===== src/rtl/mealy_seq_detector_pkg.sv =====
// Shared constants and helpers for the serial pattern detector.
// Default pattern/width values and the sizing function for the fill counter.
package mealy_seq_detector_pkg;

  localparam int         DEF_N       = 2;
  localparam logic [1:0] DEF_PATTERN = 2'b11;
  localparam bit         DEF_OVERLAP = 1'b1;
  localparam int         DEF_CW      = 8;
  localparam int         MIN_N       = 2;
  localparam int         MAX_N       = 16;

  // What the history/pattern registers do on a given clock edge.
  typedef enum logic [1:0] {
    ACT_HOLD  = 2'd0,
    ACT_LOAD  = 2'd1,
    ACT_SHIFT = 2'd2
  } act_e;

  // Ceiling log2, never below one bit so the fill counter always exists.
  function automatic int clog2(input int v);
    int r;
    r = 0;
    for (int i = 0; i < 31; i++) begin
      if ((1 << i) < v) r = i + 1;
    end
    return (r < 1) ? 1 : r;
  endfunction

endpackage


===== src/rtl/mealy_seq_detector_if.sv =====
// Serial data, pattern-load and match-count signals of the pattern detector.
// The master side drives the stream; the slave side is the detector.
interface mealy_seq_detector_if #(
  parameter int N  = 2,
  parameter int CW = 8
);

  logic          En;
  logic          w;
  logic          PatLoad;
  logic [N-1:0]  PatIn;
  logic          CountClr;
  logic          z;
  logic [CW-1:0] MatchCount;

  modport master (
    output En,
    output w,
    output PatLoad,
    output PatIn,
    output CountClr,
    input  z,
    input  MatchCount
  );

  modport slave (
    input  En,
    input  w,
    input  PatLoad,
    input  PatIn,
    input  CountClr,
    output z,
    output MatchCount
  );

endinterface


===== src/rtl/mealy_seq_detector_sat_counter.sv =====
// Saturating up-counter with synchronous clear; clear beats increment,
// and the count sticks at all-ones.
module sat_counter #(
  parameter int W = 8
) (
  input  logic         Clock,
  input  logic         Resetn,
  input  logic         clr,
  input  logic         inc,
  output logic [W-1:0] q
);

  logic [W-1:0] q_reg;
  logic [W-1:0] q_next;
  logic         at_max;

  assign at_max = (q_reg == {W{1'b1}});

  always_comb begin
    q_next = q_reg;
    if (clr) begin
      q_next = '0;
    end else if (inc && !at_max) begin
      q_next = q_reg + W'(1);
    end
  end

  always_ff @(posedge Clock or negedge Resetn) begin
    if (!Resetn) begin
      q_reg <= '0;
    end else begin
      q_reg <= q_next;
    end
  end

  assign q = q_reg;

endmodule


===== src/rtl/mealy_seq_detector.sv =====
// Mealy serial-pattern detector: N-bit reloadable pattern, overlapping or
// restart-after-match modes, zero-latency z and a saturating match counter.
module mealy_seq_detector
  import mealy_seq_detector_pkg::*;
#(
  parameter int           N       = DEF_N,
  parameter logic [N-1:0] PATTERN = N'(DEF_PATTERN),
  parameter bit           OVERLAP = DEF_OVERLAP,
  parameter int           CW      = DEF_CW
) (
  input logic                 Clock,
  input logic                 Resetn,
  mealy_seq_detector_if.slave bus
);

  localparam int            FW       = clog2(N);
  localparam logic [FW-1:0] FILL_MAX = FW'(N - 1);

  act_e          act;
  logic [FW-1:0] fill_reg;
  logic [FW-1:0] fill_next;
  logic [N-2:0]  hist_reg;
  logic [N-2:0]  hist_next;
  logic [N-2:0]  hist_shift;
  logic [N-1:0]  pat_reg;
  logic [N-1:0]  pat_next;
  logic [N-1:0]  cand;
  logic [N-1:0]  bit_eq;
  logic          armed;
  logic          z;

  // Candidate word: stored history followed by the bit on the wire now.
  assign cand = {hist_reg, bus.w};

  genvar gi;
  generate
    for (gi = 0; gi < N; gi++) begin : g_cmp
      assign bit_eq[gi] = ~(cand[gi] ^ pat_reg[gi]);
    end

    if (N == 2) begin : g_hist_n2
      assign hist_shift = bus.w;
    end else begin : g_hist_wide
      assign hist_shift = {hist_reg[N-3:0], bus.w};
    end
  endgenerate

  // A pattern load wins over sampling; the wire bit on a load edge is dropped.
  always_comb begin
    act = ACT_HOLD;
    if (bus.PatLoad) begin
      act = ACT_LOAD;
    end else if (bus.En) begin
      act = ACT_SHIFT;
    end
  end

  assign armed = (fill_reg == FILL_MAX);
  assign z     = (act == ACT_SHIFT) && armed && (&bit_eq);

  always_comb begin
    fill_next = fill_reg;
    hist_next = hist_reg;
    pat_next  = pat_reg;
    unique case (act)
      ACT_LOAD: begin
        pat_next  = bus.PatIn;
        fill_next = '0;
        hist_next = '0;
      end
      ACT_SHIFT: begin
        hist_next = hist_shift;
        if (z && !OVERLAP) begin
          fill_next = '0;
        end else if (!armed) begin
          fill_next = fill_reg + FW'(1);
        end
      end
      default: begin
        fill_next = fill_reg;
      end
    endcase
  end

  always_ff @(posedge Clock or negedge Resetn) begin
    if (!Resetn) begin
      fill_reg <= '0;
      hist_reg <= '0;
      pat_reg  <= PATTERN;
    end else begin
      fill_reg <= fill_next;
      hist_reg <= hist_next;
      pat_reg  <= pat_next;
    end
  end

  sat_counter #(
    .W (CW)
  ) u_match_cnt (
    .Clock  (Clock),
    .Resetn (Resetn),
    .clr    (bus.CountClr),
    .inc    (z),
    .q      (bus.MatchCount)
  );

  assign bus.z = z;

endmodule


===== src/flat_wrapper.sv =====
// flat-port wrapper written by rule: the top's interface ports become plain ports
module mealy_seq_detector_flat import mealy_seq_detector_pkg::*;
#(
  parameter int           N       = DEF_N,
  parameter logic [N-1:0] PATTERN = N'(DEF_PATTERN),
  parameter bit           OVERLAP = DEF_OVERLAP,
  parameter int           CW      = DEF_CW
)
  (Clock, Resetn, bus_En, bus_w, bus_PatLoad, bus_PatIn, bus_CountClr, bus_z, bus_MatchCount);
  mealy_seq_detector_if #(.N(N), .CW(CW)) bus_i ();
  input logic Clock;
  input logic Resetn;
  input wire logic [$bits(bus_i.En)-1:0] bus_En;
  input wire logic [$bits(bus_i.w)-1:0] bus_w;
  input wire logic [$bits(bus_i.PatLoad)-1:0] bus_PatLoad;
  input wire logic [$bits(bus_i.PatIn)-1:0] bus_PatIn;
  input wire logic [$bits(bus_i.CountClr)-1:0] bus_CountClr;
  output wire logic [$bits(bus_i.z)-1:0] bus_z;
  output wire logic [$bits(bus_i.MatchCount)-1:0] bus_MatchCount;
  assign bus_i.En = bus_En;
  assign bus_i.w = bus_w;
  assign bus_i.PatLoad = bus_PatLoad;
  assign bus_i.PatIn = bus_PatIn;
  assign bus_i.CountClr = bus_CountClr;
  assign bus_z = bus_i.z;
  assign bus_MatchCount = bus_i.MatchCount;
  mealy_seq_detector #(.N(N), .PATTERN(PATTERN), .OVERLAP(OVERLAP), .CW(CW)) u_core (.Clock(Clock), .Resetn(Resetn), .bus(bus_i));
endmodule

===== config.mk =====
export PLATFORM = sky130hd
export DESIGN_NAME = mealy_seq_detector_flat
export DESIGN_NICKNAME = d
export VERILOG_FILES = /design/src/rtl/mealy_seq_detector_pkg.sv /design/src/rtl/mealy_seq_detector_if.sv /design/src/rtl/mealy_seq_detector_sat_counter.sv /design/src/rtl/mealy_seq_detector.sv /design/src/flat_wrapper.sv
export SDC_FILE = /design/constraint.sdc
export NUM_CORES = 1
export LEC_CHECK = 0
export ABC_AREA = 1
export ABC_CLOCK_PERIOD_IN_PS = 1420
export CAP_MARGIN = 10
export CORE_MARGIN = 3
export CORE_UTILIZATION = 48
export DETAILED_ROUTE_END_ITERATION = 7
export PLACE_DENSITY = 0.88
export SLEW_MARGIN = 20
export SYNTH_ARGS = -nofsm -noshare
export SYNTH_HDL_FRONTEND = slang
export SYNTH_SLANG_ARGS = --single-unit

===== constraint.sdc =====
create_clock -name Clock -period 1.42 [get_ports Clock]
set_input_delay 0.213 -clock Clock [delete_from_list [all_inputs] [get_ports Clock]]
set_output_delay 0.213 -clock Clock [all_outputs]
set_load 0.01 [all_outputs]

### After elaboration in Yosys (flattened, before gate mapping)

Cells that the tools add are included.

* flip-flop bits (word level): 12
* bits of input ports: 8
* output and inout port bits: 9
* logic and storage cells: 27

* $add $sub $neg: 2
* equal/unequal tests: 3
* multiplexer cells: 7
* bitwise gates (word level): 4
* reduce and logical (&&, ||, !) cells: 7

Operators by type and width (count)
* 2-to-1 mux 8 bit: 2
* adder 8 x 1 -> 8 bit (second input constant): 1
* == test 8 bit (second input constant): 1
* 2-to-1 mux 2 bit: 2
* case mux 1 bit (2 select lines): 2
* nonzero test 2 bit: 2
* logical AND 1 bit: 3
* == test 2 x 1 -> 1 bit (second input constant): 1
* == test 2 bit (second input constant): 1
* NOT 1 bit: 2
* AND reduction 2 bit: 1
* XOR 1 bit: 2
* adder 1 bit (second input constant): 1
* logical NOT 1 bit: 1
* 2-to-1 mux 1 bit: 1

### Depth between registers and ports, before layout

* depth in word-level cells: 8
* gate-level depth with buffers: 8
* depth with buffers taken out: 8

### Cells and area by module

From an unflattened synthesis, not the netlist that was laid out.

* cells, all modules: 99
* area, all modules: 690.7 um^2

By module, submodules not included
* sat_counter: instances 1, cells an instance 73, area each 494.2 um^2
* mealy_seq_detector: instances 1, cells an instance 26, area each 196.4 um^2

### Worst setup path after synthesis

OpenSTA, ideal clock, no wires.

* kind: register -> register
* start: reg u_core.u_match_cnt.q_reg[1], in the netlist u_core.u_match_cnt.q[1]
* end: reg u_core.u_match_cnt.q_reg[4], in the netlist u_core.u_match_cnt.q[4]
* library setup time: 117 ps
* arrival time: 1207 ps
* setup slack: 96 ps
* cell stages (with the launch flop): 9
* clock period less this slack: 1324 ps
* path through: dfrtp_1 ha_1 nand2_2 nor2_4 nand2_4 nand3_4 nand2_4 nand2_1 nand2_1

* cells in the longest elaborated chain, start to end: 4

RTL lines
* from (decl): line mealy_seq_detector_sat_counter.sv:13 `logic [W-1:0] q_reg;`
* from (signal assigned): line mealy_seq_detector_sat_counter.sv:32 `q_reg <= q_next;`
* branches (longest 4 deep; another with adder 8 x 1 -> 8 bit)

Parallel ways; which one is timed is not known. The select of a mux whose other input is x is not followed.
A chain may end at the register's enable or synchronous reset.

### Worst setup path after layout

* start: reg u_core.pat_reg[1]
* end: reg u_core.u_match_cnt.q_reg[4], in the netlist u_core.u_match_cnt.q[4]

* cells in the longest elaborated chain, start to end: 6

RTL lines
* from (decl): line mealy_seq_detector.sv:25 `logic [N-1:0] pat_reg;`
* from (signal assigned): line mealy_seq_detector.sv:93 `pat_reg <= pat_next;`
* XOR 1 bit: line mealy_seq_detector.sv:38 `assign bit_eq[gi] = ~(cand[gi] ^ pat_reg[gi]);`
* NOT 1 bit: line mealy_seq_detector.sv:38
* AND reduction 2 bit: line mealy_seq_detector.sv:59 `assign z = (act == ACT_SHIFT) && armed && (&bit_eq);`
* logical AND 1 bit: line mealy_seq_detector.sv:59
* logical AND 1 bit: line mealy_seq_detector_sat_counter.sv:23 `end else if (inc && !at_max) begin`
* nonzero test 2 bit (no line)

Every way passes these cells.

==> out/metrics.cfg <==
[routing]
post-route-drc-count = 0
via_count = 911
wl_met1_um = 949
met3WireLength_um = 214
wire_per_inst_um = 15.7
final_antenna_net_count = 0
vias_per_cell = 5.69
wl_um = 2500
wl_met2_um = 1240
highest_layer = met4
dr.pass1.iters = 4
drt-initial-drc-count = 35

[setup_path]
critPathKind = reg -> reg
start_kind = flip-flop
critPathRequiredTime_ns = 1.64
r2r-end = u_core.u_match_cnt.q[4]
worst_r2r_path_depth = 9
cp.arrival_ns = 1.74
r2r_slack_ns = -0.09
r2r-start = u_core.pat_reg[1]
endpoint_kind = flip-flop
worst-path-max-fanout = 6

[run_status]
violations = setup timing
status = finished, violations left

[synthesis]
syn_nets = 115
yosysSeqAreaShare_pct = 39.4
synth.distinct_cells = 22
syn_inst = 106
synth.ff_latch_count = 12
ys_warn_count = 0
syn-cell-area_um2 = 768
syn_area_per_cell_um2 = 7.25

[sta]
slew_viol_final = 0
layout_setup_ws_ns = -0.0928
clock_skew_ns = 0.00256
slew_headroom_pct = 67.9
setup_viol = 7
hold_viol_final = 0
holdWs_ns = 0.225
rsz0062_at_grt = true
finalCritPeriodShare_pct = 107
worst_pin_slew_ns = 0.480
finalCriticalPeriod_ns = 1.51
max_freq_mhz = 661

[cts]
cts_tree = built
root_buffer = clkbuf_4
clock-sinks = 12
cts.path.max_buffers = 2
clk_pin_slew_ns = 0.08
clk_latency_ns = 0.28
ctsHtreeMaxLevel = 1
cts_buffers = 3

[die]
die_x_um = 46.0
coreArea_um2 = 1400
io_pins = 17
start_util_pct = 54.9
dieArea_um2 = 2120
num_rows = 13
chipHeight_um = 46.0

[layout]
syn_to_final_growth_pct = 51.8
largest_reg_flops = 8
drive_gt1_share_pct = 32.4
fin_util_pct = 83.4
n_antenna_cell = 0
nFillCells = 81
nets = 155

[grt]
grt_max_degree = 13
antenna_found_initial = 0
grt_pass1_vias = 857
grt_overflow = 0
grt_pass1_wl_um = 3530
grt_use_total_pct = 23.2

[power]
power.density_nw_per_um2 = 666
peakVddDrop_mv = 0.448
p_leak_nw = 0.645

[flow_run]
drv_cap = 0

[placement]
dpl_worst_slack_ns = -0.377
hpwl_um = 1470
port_buffers = 16
routabilityCongestion = 0.856

[worst_hold_path]
hp-class = in -> async

[per-stage QoR]
stage | instance area (µm²) | power, mW | cells | TNS [ns]
final | 1170 | 0.777 | 160 | -0.553
after global routing | 1170 | 0.806 | 160 | -1.06
after CTS | 1110 | 0.760 | 158 | -0.0447
after detailed placement | 1040 | 0.486 | 149 | -1.38
after global placement | 1040 | 0.481 | 149 | -0.954
after floorplan | 768 | 0.413 | 106 | 0
[worst max path at each step]
stage | endpoint | startpoint | slack (ns) | depth (start not counted)
after detailed placement | bus_z | bus_En | -0.38 | 6
after global placement | bus_z | bus_En | -0.33 | 6
after CTS | bus_z | u_core.pat_reg[1] | -0.04 | 5
after floorplan | u_core.u_match_cnt.q[4] | u_core.u_match_cnt.q[1] | 0.1 | 8
final | u_core.u_match_cnt.q[4] | u_core.pat_reg[1] | -0.09 | 9
after global routing | u_core.u_match_cnt.q[4] | u_core.pat_reg[1] | -0.15 | 9
[timing repair]
| action | 4_1_cts | 5_1_grt |
|---|---|---|
| setup endpoints to repair | 9 | 13 |
| pin swaps | 0 | 3 |
| gates cloned | 0 | 1 |
| hold buffers | 0 | 0 |
| buffers inserted | 5 | 1 |
| resized for setup | 10 | 12 |
[area by class of cell]
cell class,instances,area [µm²],share of cell area (%)
repair buffers,35,304,26.1
well taps,15,18.8,1.61
inverters,9,33.8,2.90
multi-input cells,85,468,40.1
clock buffers,4,36.3,3.11
flip-flops and latches,12,305,26.2
[Yosys cell counts]
master     n  area (µm²)
nor2_2     2        12.5
dfstp_2    2        52.6
nand2_2    1        6.26
xor2_1     1        8.76
nor2_1    10        37.5
xnor2_1    2        17.5
nand2_4    2        22.5
nand4_1    2        12.5
inv_2      1        3.75
clkbuf_1   1        3.75
nand3_1   11        55.1
nand3_4    1        17.5
a21oi_1    2        10.0
ha_1       1        12.5
dfrtp_1   10         250
o21bai_1   2        15.0
inv_1      8        30.0
o21ai_0    1        5.00
nand3_2    1        10.0
nor2_4     2        22.5
nor3_1     1        5.00
nand2_1   42         158
[cell families (layout without fill, tap and decap cells)]
kind of cell / count (synthesis) / in the layout / synth area share (%)
simple gates: 75 / 76 / 46.7
xor+xnor: 3 / 3 / 3.42
compound gates: 5 / 5 / 3.91
flops: 12 / 12 / 39.4
fa+ha+maj: 1 / 1 / 1.63
buf+inv: 10 / 48 / 4.89
[power by group]
part	total (mW)	internal [mW]	switching, mW
registers	0.364	0.355	0.00892
logic	0.130	0.0603	0.0697
clock network	0.282	0.156	0.126
[cell usage in the layout (no fill, tap or decap)]
cell,count
nand2_2,6
xnor2_1,2
dfrtp_2,2
nand2_1,37
dfrtp_1,8
dfstp_2,2
clkbuf_8,1
inv_1,8
nor3_1,1
nand3_4,1
inv_2,1
nand4_1,2
nor2_1,9
nor2_4,3
clkbuf_4,3
nand3_1,9
o21bai_1,2
clkdlybuf4s50_1,8
a21oi_1,2
buf_2,1
nand2_4,2
buf_4,19
dlymetal6s2s_1,4
dlygate4sd2_1,3
o21ai_0,1
ha_1,1
nor2_2,2
nand3_2,4
xor2_1,1
[routing by layer]
metal  GRT usage, %  vias to the layer above
li1               -                      415
met1           26.0                      423
met2           38.7                       59
met3           7.51                       14
met4           11.9                        0
met5              0                        -
[worst max-delay path, stage by stage, from the launching register on]
cell and delay [ns]:
dfstp_2 0.56, inv_1 0.05, buf_4 0.13, nand2_1 0.06, nand2_2 0.07, nor2_4 0.14
nand3_4 0.14, nand2_4 0.16, nand2_1 0.08, nand2_1 0.06
Note: power is estimated with default switching activity, not from simulation.
